--- src/rtl/dl_path_pkg.sv ---
// dl_path_pkg: shared types and constants for the DL gain datapath
//   state_t    : marker-lock FSM states
//   LAT        : fixed input-to-output latency in clk cycles
//   unity_gain : gain code representing 1.0 for a given number of fractional bits
package dl_path_pkg;
  typedef enum logic {UNLOCK, LOCK} state_t;
  localparam int LAT = 3;
  function automatic logic [31:0] unity_gain(input int gfrac);
    return 32'd1 << gfrac;
  endfunction
endpackage

--- src/rtl/dl_mul_rnd_sat.sv ---
// dl_mul_rnd_sat: signed multiply, round-half-up and symmetric saturation, 2 register stages
//   clk, rst : clock, asynchronous active-high reset
//   x_i      : signed sample (DW), registered upstream
//   g_i      : signed gain (GW, GFRAC fractional bits), registered upstream
//   y_o      : round((x*g) / 2^GFRAC) clamped to +/-(2^(DW-1)-1)
module dl_mul_rnd_sat #(
  parameter int DW    = 16,
  parameter int GW    = 16,
  parameter int GFRAC = 14
) (
  input  logic                 clk,
  input  logic                 rst,
  input  logic signed [DW-1:0] x_i,
  input  logic signed [GW-1:0] g_i,
  output logic signed [DW-1:0] y_o
);
  localparam logic signed [DW+GW:0] RND  = (DW+GW+1)'(1) << (GFRAC-1);
  localparam logic signed [DW+GW:0] MAXV = {{(GW+2){1'b0}}, {(DW-1){1'b1}}};
  localparam logic signed [DW-1:0]  YMAX = {1'b0, {(DW-1){1'b1}}};
  localparam logic signed [DW-1:0]  YMIN = -YMAX;
  logic signed [DW+GW-1:0] p_q;
  logic signed [DW+GW:0]   r;
  logic signed [DW-1:0]    y_d, y_q;
  // one guard bit above the product keeps the rounding add from wrapping
  always_comb begin
    r   = ($signed({p_q[DW+GW-1], p_q}) + RND) >>> GFRAC;
    y_d = r > MAXV ? YMAX : r < -MAXV ? YMIN : r[DW-1:0];
  end
  always_ff @(posedge clk or posedge rst) begin
    if (rst) begin
      p_q <= '0;
      y_q <= '0;
    end else begin
      p_q <= x_i * g_i;
      y_q <= y_d;
    end
  end
  assign y_o = y_q;
endmodule

--- src/rtl/dl_xant_gain_sync.sv ---
// dl_xant_gain_sync: per-antenna gain/mute on an interleaved NANT-antenna IQ stream with marker lock
//   clk, asy_rst : datapath clock, asynchronous active-high reset
//   i_fram_hd    : frame start pulse (antenna-0 slot), loads gain/mute shadows
//   i_xant_hd    : antenna-0 marker
//   i_data       : {I,Q} signed samples
//   i_gain       : per-antenna signed gains, antenna k at [k*GW +: GW]
//   i_mute       : per-antenna mute
//   i_err_clr    : clears o_sync_err
//   o_fram_hd    : i_fram_hd delayed by LAT
//   o_xant_hd    : regenerated antenna-0 marker aligned to o_data
//   o_data       : {I,Q} scaled
//   o_locked     : marker lock state
//   o_sync_err   : sticky unexpected-marker flag
module dl_xant_gain_sync
  import dl_path_pkg::*;
#(
  parameter int NANT  = 8,
  parameter int DW    = 16,
  parameter int GW    = 16,
  parameter int GFRAC = 14,
  parameter int MISS  = 2
) (
  input  logic               clk,
  input  logic               asy_rst,
  input  logic               i_fram_hd,
  input  logic               i_xant_hd,
  input  logic [2*DW-1:0]    i_data,
  input  logic [NANT*GW-1:0] i_gain,
  input  logic [NANT-1:0]    i_mute,
  input  logic               i_err_clr,
  output logic               o_fram_hd,
  output logic               o_xant_hd,
  output logic [2*DW-1:0]    o_data,
  output logic               o_locked,
  output logic               o_sync_err
);
  localparam int SW = $clog2(NANT);
  localparam int MW = $clog2(MISS + 1);
  localparam logic [GW-1:0] UNITY = GW'(unity_gain(GFRAC));
  state_t             st_q, st_d;
  logic [SW-1:0]      slot_q, slot_d, cur;
  logic [MW-1:0]      miss_q, miss_d, miss_n;
  logic               err_q, err_d, set_err, vld;
  logic [NANT*GW-1:0] gain_q, gain_d;
  logic [NANT-1:0]    mute_q, mute_d;
  logic [GW-1:0]      g_sel;
  logic signed [DW-1:0] xi_q, xq_q, yi, yq;
  logic signed [GW-1:0] g_q;
  logic [LAT-1:0]     fh_q, xh_q;
  // cur is the slot of the sample presented this cycle; slot_q is the slot expected next
  always_comb begin
    gain_d  = i_fram_hd ? i_gain : gain_q;
    mute_d  = i_fram_hd ? i_mute : mute_q;
    st_d    = st_q;
    miss_d  = miss_q;
    miss_n  = miss_q + 1'b1;
    cur     = slot_q;
    vld     = 1'b0;
    set_err = 1'b0;
    if (st_q == UNLOCK) begin
      cur = '0;
      vld = i_xant_hd;
      if (i_xant_hd) begin
        st_d   = LOCK;
        miss_d = '0;
      end
    end else begin
      vld = 1'b1;
      if (i_xant_hd) begin
        set_err = slot_q != '0;
        cur     = '0;
        miss_d  = '0;
      end else if (slot_q == '0) begin
        miss_d = miss_n;
        if (miss_n == MW'(MISS)) begin
          st_d = UNLOCK;
          vld  = 1'b0;
        end
      end
    end
    slot_d = cur == SW'(NANT-1) ? '0 : cur + 1'b1;
    err_d  = set_err | (err_q & ~i_err_clr);
    g_sel  = gain_d[cur*GW +: GW];
  end
  always_ff @(posedge clk or posedge asy_rst) begin
    if (asy_rst) begin
      st_q   <= UNLOCK;
      slot_q <= '0;
      miss_q <= '0;
      err_q  <= 1'b0;
      gain_q <= {NANT{UNITY}};
      mute_q <= '0;
    end else begin
      st_q   <= st_d;
      slot_q <= slot_d;
      miss_q <= miss_d;
      err_q  <= err_d;
      gain_q <= gain_d;
      mute_q <= mute_d;
    end
  end
  // muted or unlocked samples are zeroed by feeding a zero gain through the multiplier
  always_ff @(posedge clk or posedge asy_rst) begin
    if (asy_rst) begin
      xi_q <= '0;
      xq_q <= '0;
      g_q  <= '0;
      fh_q <= '0;
      xh_q <= '0;
    end else begin
      xi_q <= i_data[2*DW-1:DW];
      xq_q <= i_data[DW-1:0];
      g_q  <= (!vld || mute_d[cur]) ? '0 : g_sel;
      fh_q <= {fh_q[LAT-2:0], i_fram_hd};
      xh_q <= {xh_q[LAT-2:0], vld && cur == '0};
    end
  end
  dl_mul_rnd_sat #(.DW(DW), .GW(GW), .GFRAC(GFRAC)) u_i (
    .clk(clk), .rst(asy_rst), .x_i(xi_q), .g_i(g_q), .y_o(yi)
  );
  dl_mul_rnd_sat #(.DW(DW), .GW(GW), .GFRAC(GFRAC)) u_q (
    .clk(clk), .rst(asy_rst), .x_i(xq_q), .g_i(g_q), .y_o(yq)
  );
  assign o_fram_hd  = fh_q[LAT-1];
  assign o_xant_hd  = xh_q[LAT-1];
  assign o_data     = {yi, yq};
  assign o_locked   = st_q == LOCK;
  assign o_sync_err = err_q;
endmodule
--- config.mk ---
export PLATFORM = sky130hd
export DESIGN_NAME = dl_xant_gain_sync
export DESIGN_NICKNAME = d
export VERILOG_FILES = /design/src/rtl/dl_path_pkg.sv /design/src/rtl/dl_mul_rnd_sat.sv /design/src/rtl/dl_xant_gain_sync.sv
export SDC_FILE = /design/constraint.sdc
export NUM_CORES = 2
export LEC_CHECK = 0
export CAP_MARGIN = 10
export CORE_UTILIZATION = 55
export DETAILED_ROUTE_END_ITERATION = 12
export PLACE_DENSITY_LB_ADDON = 0.08
export REMOVE_ABC_BUFFERS = 1
export SYNTH_ARGS = -nofsm -noshare
export SYNTH_HDL_FRONTEND = slang
export SYNTH_SLANG_ARGS = --single-unit
--- constraint.sdc ---
create_clock -name clk -period 14.5 [get_ports clk]
set_input_delay 2.9 -clock clk [delete_from_list [all_inputs] [get_ports clk]]
set_output_delay 2.9 -clock clk [all_outputs]
set_load 0.01 [all_outputs]
==> results.py <==
metrics = {
    "placed_design": {
        "pre_cts_ws_ps": 7340,
        "io_buffers": 208,
        "detailed_place_hpwl_um": 50100,
        "gp_congestion": 0.849,
    },
    "sta": {
        "worstMarginPinSlew_ps": 1200,
        "rsz0062_at_grt": "false",
        "fin_crit_sh": 0.491,
        "fin_skew_ps": 30.6,
        "max_slew_margin": 0.201,
        "finalHoldViolCount": 0,
        "tns_ps": 0,
        "finalSetupViolCount": 0,
        "period_needed_ps": 7110,
        "holdWs_ps": 348,
        "fin_ws_ps": 7390,
        "drv_slew": 0,
        "fmax_mhz": 141,
    },
    "layout": {
        "layout-drive-gt1-share": 0.0811,
        "fillers": 4388,
        "area_growth_pct": 11.8,
        "nNetsFinal": 3834,
        "n_antenna_cell": 0,
    },
    "drt": {
        "dr.pass1.iters": 5,
        "wirelength_um": 64800,
        "drt-initial-drc-count": 881,
        "wl_per_cell_um": 17.6,
        "vias": 19700,
        "drtAntennaViolNets": 0,
        "drc": 0,
        "viasPerCell": 5.34,
    },
    "yosys": {
        "netlist_instances": 2839,
        "synth_flop_cell": "dfrtp_1",
        "syn_avg_cell_area_um2": 10.5,
        "synth_edf_count": 0,
        "ys_warn_count": 0,
        "syn-cell-area_um2": 29800,
        "synth_cell_types": 69,
        "postSynth.asyncResetShare": 1.00,
        "synth.ff_latch_count": 267,
        "synth-seq-area-share": 0.225,
    },
    "grt": {
        "grt_pass1_wl_um": 111000,
        "grt_pass1_vias": 22400,
        "track_usage": 0.251,
        "grt_overflow_total": 0,
        "grt_start_max_net_pins": 142,
        "antenna_found_initial": 4,
    },
    "cts": {
        "cts_resized": 0,
        "clk_path_buf_depth": 3,
        "htree_levels": 1,
        "clk_latency_ps": 610,
        "cts_buffers": 30,
        "cts_tree": "done",
        "cts_setup_buffers": 0,
        "cts_hold_buf": 0,
        "cts-root-buf": "clkbuf_16",
        "path_clk_slew_ps": 60,
        "cts.sinks": 267,
    },
    "worst_setup_path": {
        "reg2reg_from": "g_q[1]",
        "worstSetupPathType": "reg2reg",
        "arrival_ps": 7640,
        "required_ps": 15030,
        "worstSetupStartpoint": "g_q[1]",
        "critPathMaxFanout": 31,
        "cp-end-kind": "flip-flop",
        "rrSetupSlack_ps": 7390,
        "start_kind": "flip-flop",
    },
    "flow_run": {
        "maxCapViolations": 0,
    },
    "min_path": {
        "min_from": "fh_q[1]",
        "min_path_type": "reg2reg",
    },
    "die": {
        "start_util": 0.561,
        "die-area_um2": 55100,
        "die_x_um": 235,
        "io_pins": 209,
        "die_h_um": 235,
        "rows": 84,
        "core_area_um2": 53100,
    },
    "run_status": {
        "outcome": "finished clean",
    },
}
[worst max-delay path, stage by stage, from the launching register on]
cell,delay [ps]
dfrtp_1,1100
nand2_1,230
inv_1,200
fa_1,560
fa_1,890
fa_1,530
fa_1,500
fa_1,490
inv_1,50
fa_1,470
inv_1,40
ha_1,330
a21o_1,190
a21oi_1,130
nor2b_1,70
o21a_1,160
or4b_4,550
a31oi_4,210
and4b_1,220
a211oi_2,130
[kinds of logic (layout without fill, tap and decap cells)]
group	after synthesis	after routing	synth area share
buf+inv	719	878	0.0918
simple gates	697	697	0.117
fa+ha+maj	685	685	0.419
flops	267	267	0.225
mux	221	221	0.0872
compound gates	163	163	0.0346
xor+xnor	87	87	0.0256
[layer usage]
metal / share of wire / global-route usage / up-vias
li1: - / - / 8881
met1: 0.39 / 0.310 / 10200
met2: 0.51 / 0.442 / 475
met3: 0.071 / 0.0610 / 112
met4: 0.023 / 0.0598 / 8
met5: 0.00085 / 0 / -
[sequential cells by signal, summed over array words and instances, names as in the netlist, 2 cells and up]
register,flops
fh_q,3
g_q,16
gain_q,128
miss_q,2
mute_q,8
slot_q,3
u_i.p_q,19
u_i.y_o,16
u_q.p_q,19
u_q.y_o,16
xh_q,3
xi_q,16
xq_q,16
[through the flow]
step | instance area [um2] | cells | util
2_1_floorplan | 29300 | 2720 | -
3_3_place_gp | 32400 | 3632 | 0.610
3_5_place_dp | 32400 | 3632 | 0.610
4_1_cts | 33300 | 3686 | 0.627
5_1_grt | 33300 | 3686 | 0.627
6_report | 33300 | 3686 | 0.627
[cells in the mapped netlist, drive strengths merged (12+ instances only)]
master,n,area (um2)
buf,29,145
a21oi,45,225
a21o,12,90.1
mux4,17,383
nand2,285,1070
xor2,28,245
nor3,16,95.1
a31oi,12,96.3
nand2b,14,87.6
fa,522,10500
clkbuf,90,338
o21ai,50,250
nor2,68,255
xnor2,59,517
nand3,28,140
mux2,138,1550
inv,599,2250
mux2i,66,661
ha,163,2040
dfrtp,259,6480
and2,240,1500
[worst paths after layout]
check / to / cells after the start
max: u_i.p_q[31] / 19
min reg2reg: fh_q[2] / 0
max in group asynchronous: u_i.y_o[2] / 3
min: fh_q[2] / 0
min in group asynchronous: gain_q[28] / 2
max reg2reg: u_i.p_q[31] / 19
[cell type report]
cell class	instances	area, um2	share of cell area
tap	688	861	0.0258
clock inverter	10	80.1	0.00240
sequential	267	6690	0.201
clock buffer	44	853	0.0256
multi-input combinational	1853	20400	0.611
timing repair buffer	224	2200	0.0660
inverter	600	2260	0.0679
[layout by cell type (no fill, tap or decap), types with 4 or more instances in the layout]
master	n
inv_1	595
fa_1	522
nand2_1	285
dfrtp_1	259
and2_1	240
clkdlybuf4s50_1	207
ha_1	163
mux2_2	136
nor2_1	68
mux2i_1	66
xnor2_1	59
a21oi_1	45
o21ai_1	32
clkbuf_16	30
nand3_1	28
xor2_1	28
o21ai_0	18
mux4_2	17
buf_4	17
nand2b_1	14
nor3_1	13
a21o_1	12
and3_1	10
a31oi_1	10
nand4_1	9
clkbuf_1	9
nor2b_1	8
clkinv_2	8
dfstp_2	8
a211oi_1	5
clkbuf_8	5
o21bai_1	4
o21a_1	4
o22ai_1	4
Power is not shown: default switching activity piles up to over one toggle a cycle in this logic, so the estimate is an artifact.
